## config.mk

```make
export PLATFORM = sky130hd
export DESIGN_NAME = pe_sequencer
export DESIGN_NICKNAME = d
export VERILOG_FILES = /design/src/rtl/pe_sequencer.sv
export SDC_FILE = /design/constraint.sdc
export NUM_CORES = 1
export LEC_CHECK = 0
export CORE_MARGIN = 8
export CORE_UTILIZATION = 40
export CTS_CLUSTER_DIAMETER = 50
export DETAILED_ROUTE_END_ITERATION = 10
export GPL_TIMING_DRIVEN = 0
export PLACE_DENSITY_LB_ADDON = 0.05
export SYNTH_ARGS = -nofsm -noshare
export SYNTH_HDL_FRONTEND = slang
export SYNTH_SLANG_ARGS = --single-unit
export TNS_END_PERCENT = 5
```

## constraint.sdc

```tcl
create_clock -name clk -period 2.8 [get_ports clk]
set_clock_uncertainty 0.15 [all_clocks]
set_input_delay 0.56 -clock clk [delete_from_list [all_inputs] [get_ports clk]]
set_output_delay 0.56 -clock clk [all_outputs]
set_load 0.005 [all_outputs]
```

## src/rtl/pe_sequencer.sv

```systemverilog
// pe_sequencer: phase sequencer for a single PE.
// Streams the initial operand block into the PE (LOAD), issues one run pulse
// per iteration (COMPUTE), counts forwarded partial-alpha words to find the end
// of each iteration (TRANSMIT), then waits for the PE's final output (OUTPUT).
// Optional watchdog on the TRANSMIT/OUTPUT waits: define PE_SEQ_TIMEOUT_EN.
module pe_sequencer #(
   parameter int DATA_WIDTH = 16,
   parameter int LOAD_WORDS = 16,
   parameter int TX_WORDS   = 4,
   parameter int CNT_WIDTH  = 8,
   parameter int TIMEOUT    = 255
) (
   input  logic                    clk,
   input  logic                    rst,
   input  logic                    start,
   input  logic [CNT_WIDTH-1:0]    cfg_iters,
   input  logic [CNT_WIDTH-1:0]    cfg_comp_len,
   input  logic                    src_valid,
   input  logic [2*DATA_WIDTH-1:0] src_data,
   output logic                    src_ready,
   output logic                    din_pe_v,
   output logic [2*DATA_WIDTH-1:0] din_pe,
   output logic                    pe_run,
   output logic                    alpha_v,
   input  logic                    tx_v,
   input  logic                    pe_out_v,
   output logic                    busy,
   output logic                    done,
   output logic [CNT_WIDTH-1:0]    iter_cnt,
   output logic                    err
);

   localparam int LD_W = $clog2(LOAD_WORDS + 1);
   localparam int TX_W = $clog2(TX_WORDS + 1);

   localparam logic [LD_W-1:0]      LD_FULL  = LD_W'(LOAD_WORDS);
   localparam logic [LD_W-1:0]      LD_LAST  = LD_W'(LOAD_WORDS - 1);
   localparam logic [TX_W-1:0]      TX_LAST  = TX_W'(TX_WORDS - 1);
   localparam logic [CNT_WIDTH-1:0] CNT_ZERO = CNT_WIDTH'(0);
   localparam logic [CNT_WIDTH-1:0] CNT_ONE  = CNT_WIDTH'(1);

   typedef enum logic [2:0] {
      ST_IDLE     = 3'd0,
      ST_LOAD     = 3'd1,
      ST_COMPUTE  = 3'd2,
      ST_TRANSMIT = 3'd3,
      ST_OUTPUT   = 3'd4
   } state_t;

   state_t                  state_q;
   logic [LD_W-1:0]         ld_cnt_q;
   logic [TX_W-1:0]         tx_cnt_q;
   logic [CNT_WIDTH-1:0]    comp_cnt_q;
   logic [CNT_WIDTH-1:0]    iter_cnt_q;
   logic [CNT_WIDTH-1:0]    iters_q;
   logic [CNT_WIDTH-1:0]    comp_len_q;
   logic                    din_pe_v_q;
   logic [2*DATA_WIDTH-1:0] din_pe_q;
   logic                    pe_run_q;
   logic                    done_q;

   // Decodes derived purely from registered state.
   logic ld_accept;
   logic ld_last;
   logic comp_last;
   logic tx_last;
   logic last_iter;

   assign src_ready = (state_q == ST_LOAD) && (ld_cnt_q < LD_FULL);
   assign ld_accept = src_valid && src_ready;
   assign ld_last   = (ld_cnt_q == LD_LAST);
   assign comp_last = (comp_cnt_q == (comp_len_q - CNT_ONE));
   assign tx_last   = (tx_cnt_q == TX_LAST);
   assign last_iter = (iter_cnt_q == (iters_q - CNT_ONE));

   assign alpha_v  = ((state_q == ST_COMPUTE) || (state_q == ST_TRANSMIT)) && last_iter;
   assign busy     = (state_q != ST_IDLE);
   assign din_pe_v = din_pe_v_q;
   assign din_pe   = din_pe_q;
   assign pe_run   = pe_run_q;
   assign done     = done_q;
   assign iter_cnt = iter_cnt_q;

`ifdef PE_SEQ_TIMEOUT_EN
   localparam int WD_W = $clog2(TIMEOUT + 1);
   localparam logic [WD_W-1:0] WD_LAST = WD_W'(TIMEOUT - 1);

   logic [WD_W-1:0] wd_cnt_q;
   logic            err_q;
   logic            wait_state;
   logic            wait_event;

   assign wait_state = (state_q == ST_TRANSMIT) || (state_q == ST_OUTPUT);
   assign wait_event = ((state_q == ST_TRANSMIT) && tx_v) ||
                       ((state_q == ST_OUTPUT) && pe_out_v);
   assign err        = err_q;
`else
   assign err = 1'b0;
`endif

   // Phase FSM: state, counters, latched configuration and registered PE-side outputs.
   always_ff @(posedge clk) begin
      if (rst) begin
         state_q    <= ST_IDLE;
         ld_cnt_q   <= '0;
         tx_cnt_q   <= '0;
         comp_cnt_q <= '0;
         iter_cnt_q <= '0;
         iters_q    <= CNT_ONE;
         comp_len_q <= CNT_ONE;
         din_pe_v_q <= 1'b0;
         din_pe_q   <= '0;
         pe_run_q   <= 1'b0;
         done_q     <= 1'b0;
`ifdef PE_SEQ_TIMEOUT_EN
         wd_cnt_q   <= '0;
         err_q      <= 1'b0;
`endif
      end else begin
         // Pulses default low; load data is forwarded one cycle after the handshake.
         pe_run_q   <= 1'b0;
         done_q     <= 1'b0;
         din_pe_v_q <= ld_accept;
         if (ld_accept) begin
            din_pe_q <= src_data;
         end else begin
            din_pe_q <= din_pe_q;
         end
`ifdef PE_SEQ_TIMEOUT_EN
         err_q <= 1'b0;
`endif

         case (state_q)
            ST_IDLE: begin
               if (start) begin
                  // A zero configuration would never terminate; run it as one.
                  iters_q    <= (cfg_iters == CNT_ZERO) ? CNT_ONE : cfg_iters;
                  comp_len_q <= (cfg_comp_len == CNT_ZERO) ? CNT_ONE : cfg_comp_len;
                  ld_cnt_q   <= '0;
                  tx_cnt_q   <= '0;
                  comp_cnt_q <= '0;
                  iter_cnt_q <= '0;
                  state_q    <= ST_LOAD;
               end else begin
                  state_q <= ST_IDLE;
               end
            end

            ST_LOAD: begin
               if (ld_accept) begin
                  ld_cnt_q <= ld_cnt_q + LD_W'(1);
                  if (ld_last) begin
                     comp_cnt_q <= '0;
                     pe_run_q   <= 1'b1;
                     state_q    <= ST_COMPUTE;
                  end else begin
                     state_q <= ST_LOAD;
                  end
               end else begin
                  state_q <= ST_LOAD;
               end
            end

            ST_COMPUTE: begin
               if (comp_last) begin
                  tx_cnt_q <= '0;
                  state_q  <= ST_TRANSMIT;
               end else begin
                  comp_cnt_q <= comp_cnt_q + CNT_ONE;
                  state_q    <= ST_COMPUTE;
               end
            end

            ST_TRANSMIT: begin
               if (tx_v) begin
                  tx_cnt_q <= tx_cnt_q + TX_W'(1);
                  if (tx_last && last_iter) begin
                     state_q <= ST_OUTPUT;
                  end else if (tx_last) begin
                     // Next iteration: fresh run pulse and counters.
                     iter_cnt_q <= iter_cnt_q + CNT_ONE;
                     tx_cnt_q   <= '0;
                     comp_cnt_q <= '0;
                     pe_run_q   <= 1'b1;
                     state_q    <= ST_COMPUTE;
                  end else begin
                     state_q <= ST_TRANSMIT;
                  end
               end else begin
                  state_q <= ST_TRANSMIT;
               end
            end

            ST_OUTPUT: begin
               if (pe_out_v) begin
                  done_q  <= 1'b1;
                  state_q <= ST_IDLE;
               end else begin
                  state_q <= ST_OUTPUT;
               end
            end

            default: begin
               state_q <= ST_IDLE;
            end
         endcase

`ifdef PE_SEQ_TIMEOUT_EN
         // Watchdog: abort a stalled TRANSMIT/OUTPUT wait without signalling done.
         if (!wait_state || wait_event) begin
            wd_cnt_q <= '0;
         end else if (wd_cnt_q == WD_LAST) begin
            wd_cnt_q <= '0;
            err_q    <= 1'b1;
            state_q  <= ST_IDLE;
         end else begin
            wd_cnt_q <= wd_cnt_q + WD_W'(1);
         end
`endif
      end
   end

endmodule

```

==> results of run 1 <==
==> cells by family after synthesis <==
kind of cell,Yosys count,synth area share
AOI/OAI and AO/OA,118,0.202
xor gates and xnor gates,21,0.0493
adders and majority gates,7,0.0235
buffers and inverters,40,0.0416
DFF,78,0.419
muxes,3,0.00805
other,1,0.00101
and+or+nand+nor,207,0.256
==> power by group <==
part | switching [mW] | internal [mW] | total [mW]
clock network | 0.399 | 0.547 | 0.946
registers | 0.0314 | 1.15 | 1.18
logic | 0.196 | 0.212 | 0.408
==> through the flow <==
step	hold slack [ns]	utilization	TNS (ns)	total power, mW
final	0.306	0.568	-2.30	2.53
after global routing	0.327	0.568	-4.56	2.65
after CTS	0.308	0.563	-0.944	2.55
after detailed placement	0.297	0.531	-5.61	1.58
after global placement	0.291	0.531	-4.28	1.57
after floorplan	0.286	-	0	1.39
==> final cells by class <==
type | count | share of cell area
buffer | 24 | 0.0193
clock buffer | 12 | 0.0299
clock inverter | 3 | 0.0130
inverter | 13 | 0.00939
multi-input combinational | 357 | 0.401
sequential | 78 | 0.303
tap | 111 | 0.0267
timing repair buffer | 105 | 0.198
==> registers in the layout, indices dropped and copies added (netlist names), 3 cells and up <==
signal      cells
ld_cnt_q        5
iters_q         8
state_q         3
din_pe         32
tx_cnt_q        3
comp_cnt_q      8
iter_cnt        8
comp_len_q      8
==> worst paths after layout <==
kind              slack, ns  cells past startpoint     startpoint       endpoint
setup / recovery      -0.27                      8  comp_len_q[0]  comp_cnt_q[1]
hold / removal         0.31                      2      din_pe[8]      din_pe[8]
setup reg to reg      -0.27                      8  comp_len_q[0]  comp_cnt_q[1]
hold reg to reg        0.31                      2      din_pe[8]      din_pe[8]
==> cell usage in the layout, fill, tap and decap left out, drive strengths merged, types with 3 or more instances in the layout <==
cell           count
o211ai             3
xnor2             13
o21ai             11
nor3               8
and3               5
mux2i              3
inv               12
a2111o             4
nor2b              5
a211oi             7
nor2              19
or2                4
buf               10
dfxtp             78
ha                 7
nand4              5
clkbuf            33
nor4               4
xor2               8
nand2b             4
o2111ai            4
or4                4
a21oi             71
clkdlybuf4s50     98
and2               3
nand3             12
nand2            123
==> per-layer routing <==
metal,global-route usage,vias up,share of wire
met3,0.0730,9,0.088
met5,0,-,0
li1,-,1873,-
met4,0.0468,0,0.012
met1,0.205,1719,0.44
met2,0.281,107,0.46
==> critical path: cells and delay by family (launching register included) <==
| family | cells | cell delay [ns] |
|---|---|---|
| simple gates | 2 | 1.07 |
| buf+inv | 1 | 0.18 |
| mux | 1 | 0.23 |
| flops | 1 | 0.34 |
| compound gates | 4 | 1.03 |
==> what timing repair did <==
item | 4_1_cts | 5_1_grt
pin swaps | 7 | 4
endpoints found under the setup margin | 22 | 26
gates cloned | 0 | 0
setup buffers | 5 | 2
gates resized for setup | 23 | 10
==> summary.md, run 1 <==
| Metric | Value |
|---|---|
| Worst EP arrival | `3.19 ns` |
| Fin nets | `649` |
| Gpl congestion | `0.787` |
| Cell count after synthesis | `475` |
| Die area | `12700 µm²` |
| Number of synthesized flops with an enable pin | `0` |
| Hold/Removal Path Class | `flop to flop` |
| DR vias | `3708` |
| Top Ports | `101` |
| CTS Sinks | `78` |
| Grt ovf | `0` |
| CP required | `2.92 ns` |
| DP Area | `4860 µm²` |
| GRT Total Usage | `0.173` |
| Endpoints failing setup | `11` |
| CTS Root Cell | `clkbuf_8` |
| Chip width | `113 µm` |
| Initial DRC count | `158` |
| Synth cell types | `57` |
| Antenna diodes | `0` |
| Mapped Nets | `536` |
| Setup ws final | `-0.267 ns` |
| Post-CTS Hold Buffers | `0` |
| Die height | `113 µm` |
| Tmin final | `3.07 ns` |
| Total wire length | `10900 µm` |
| Fill cells | `902` |
| Sequential area share after synthesis | `0.419` |
| Per-cell routed wire length | `15.5 µm` |
| Critical path class | `flop to flop` |
| Most common library cells after synthesis | `123 x nand2_1, 78 x dfxtp_1, 70 x a21oi_1, 24 x clkbuf_1, 19 x nor2_1` |
| Largest net degree at the start of global routing | `13` |
| Finished Cell Area | `5190 µm²` |
| Peak fanout along the critical path | `8` |
| Synth Area per Inst | `7.85 µm²` |
| Max-cap violation count | `0` |
| Final Max Slew Viols | `0` |
| Placed cells | `685` |
| Multi-input logic area | `2080 µm²` |
| Slowest cell on the critical path | `or4_4` |
| Core ar. | `9150 µm²` |
| Register area | `1570 µm²` |
| Initial antenna violation count | `0` |
| Count leader, synth | `nand2_1` |
| Clock Path Buffers | `2` |
| Remaining antenna violation count after routing | `0` |
| TritonCTS Buffers | `9` |
| Ys Warns | `0` |
| Synth area leader | `dfxtp_1` |
| Slowest stage delay, CP | `0.54 ns` |
| Worst slew margin | `0.493` |
| Worst setup SP type | `flop` |
| Final Cycle Share | `1.10` |
| Synthesized area | `3730 µm²` |
| Post-synth ARST share | `0` |
| Final std cells w/o fill | `703` |
| Layout cells sized above 1 | `0.0845` |
| 1st-pass router iterations | `4` |
| Outcome | `finished with violations` |
| Pwr Density | `488 nW/µm²` |
| Failing checks | `setup timing` |
| Most used DFF post-synth | `dfxtp_1` |
| Residual DRC count | `0` |
| Area Overhead vs Synth | `39.3%` |
| Vias/cell | `5.27` |
| CTS tree | `yes` |
| Crit. End Element | `flop` |
| Seq cells post-synth | `78` |
| Dpl hpwl | `8120 µm` |
| First-pass GRT wire length | `18100 µm` |
| Number of cell rows | `35` |
| Endpoints failing hold | `0` |
| Top cells by area, synth | `dfxtp_1 42%, nand2_1 12%, a21oi_1 9.4%, xnor2_1 3.1%, clkbuf_1 2.4%` |
| H-tree depth | `3` |
| RSZ-0062 raised after global routing | `true` |
| Post-synth top area share | `0.419` |
| Initial core utilization | `0.407` |
| Fmax | `326 MHz` |
| Worst-path clk slew | `0.08 ns` |
| Vias in the first global route | `3805` |
| Input/output buffers | `99` |
| Leak pwr | `1.82 nW` |
| Crit-path cells | `or4_4 > o221a_1 > a311oi_2 > a2111oi_4 > buf_4 > or4b_4 > a21oi_4 > mux2i_1` |
| Clock insertion delay at the later pin of the skew report | `0.34 ns` |
| Peak VDD IR | `0.000342 V` |
| Setup WS pre-CTS | `-0.892 ns` |
| Worst-Margin Slew | `0.755 ns` |
No activity file was read; power rests on OpenSTA's default activity.
==> run 2: changes to the inputs <==
- CTS_CLUSTER_SIZE: not set -> 25
- GPL_ROUTABILITY_DRIVEN: not set -> 0
==> results of run 2 <==
Same layout as run 1: the final DEF is identical, and so are final timing and power.
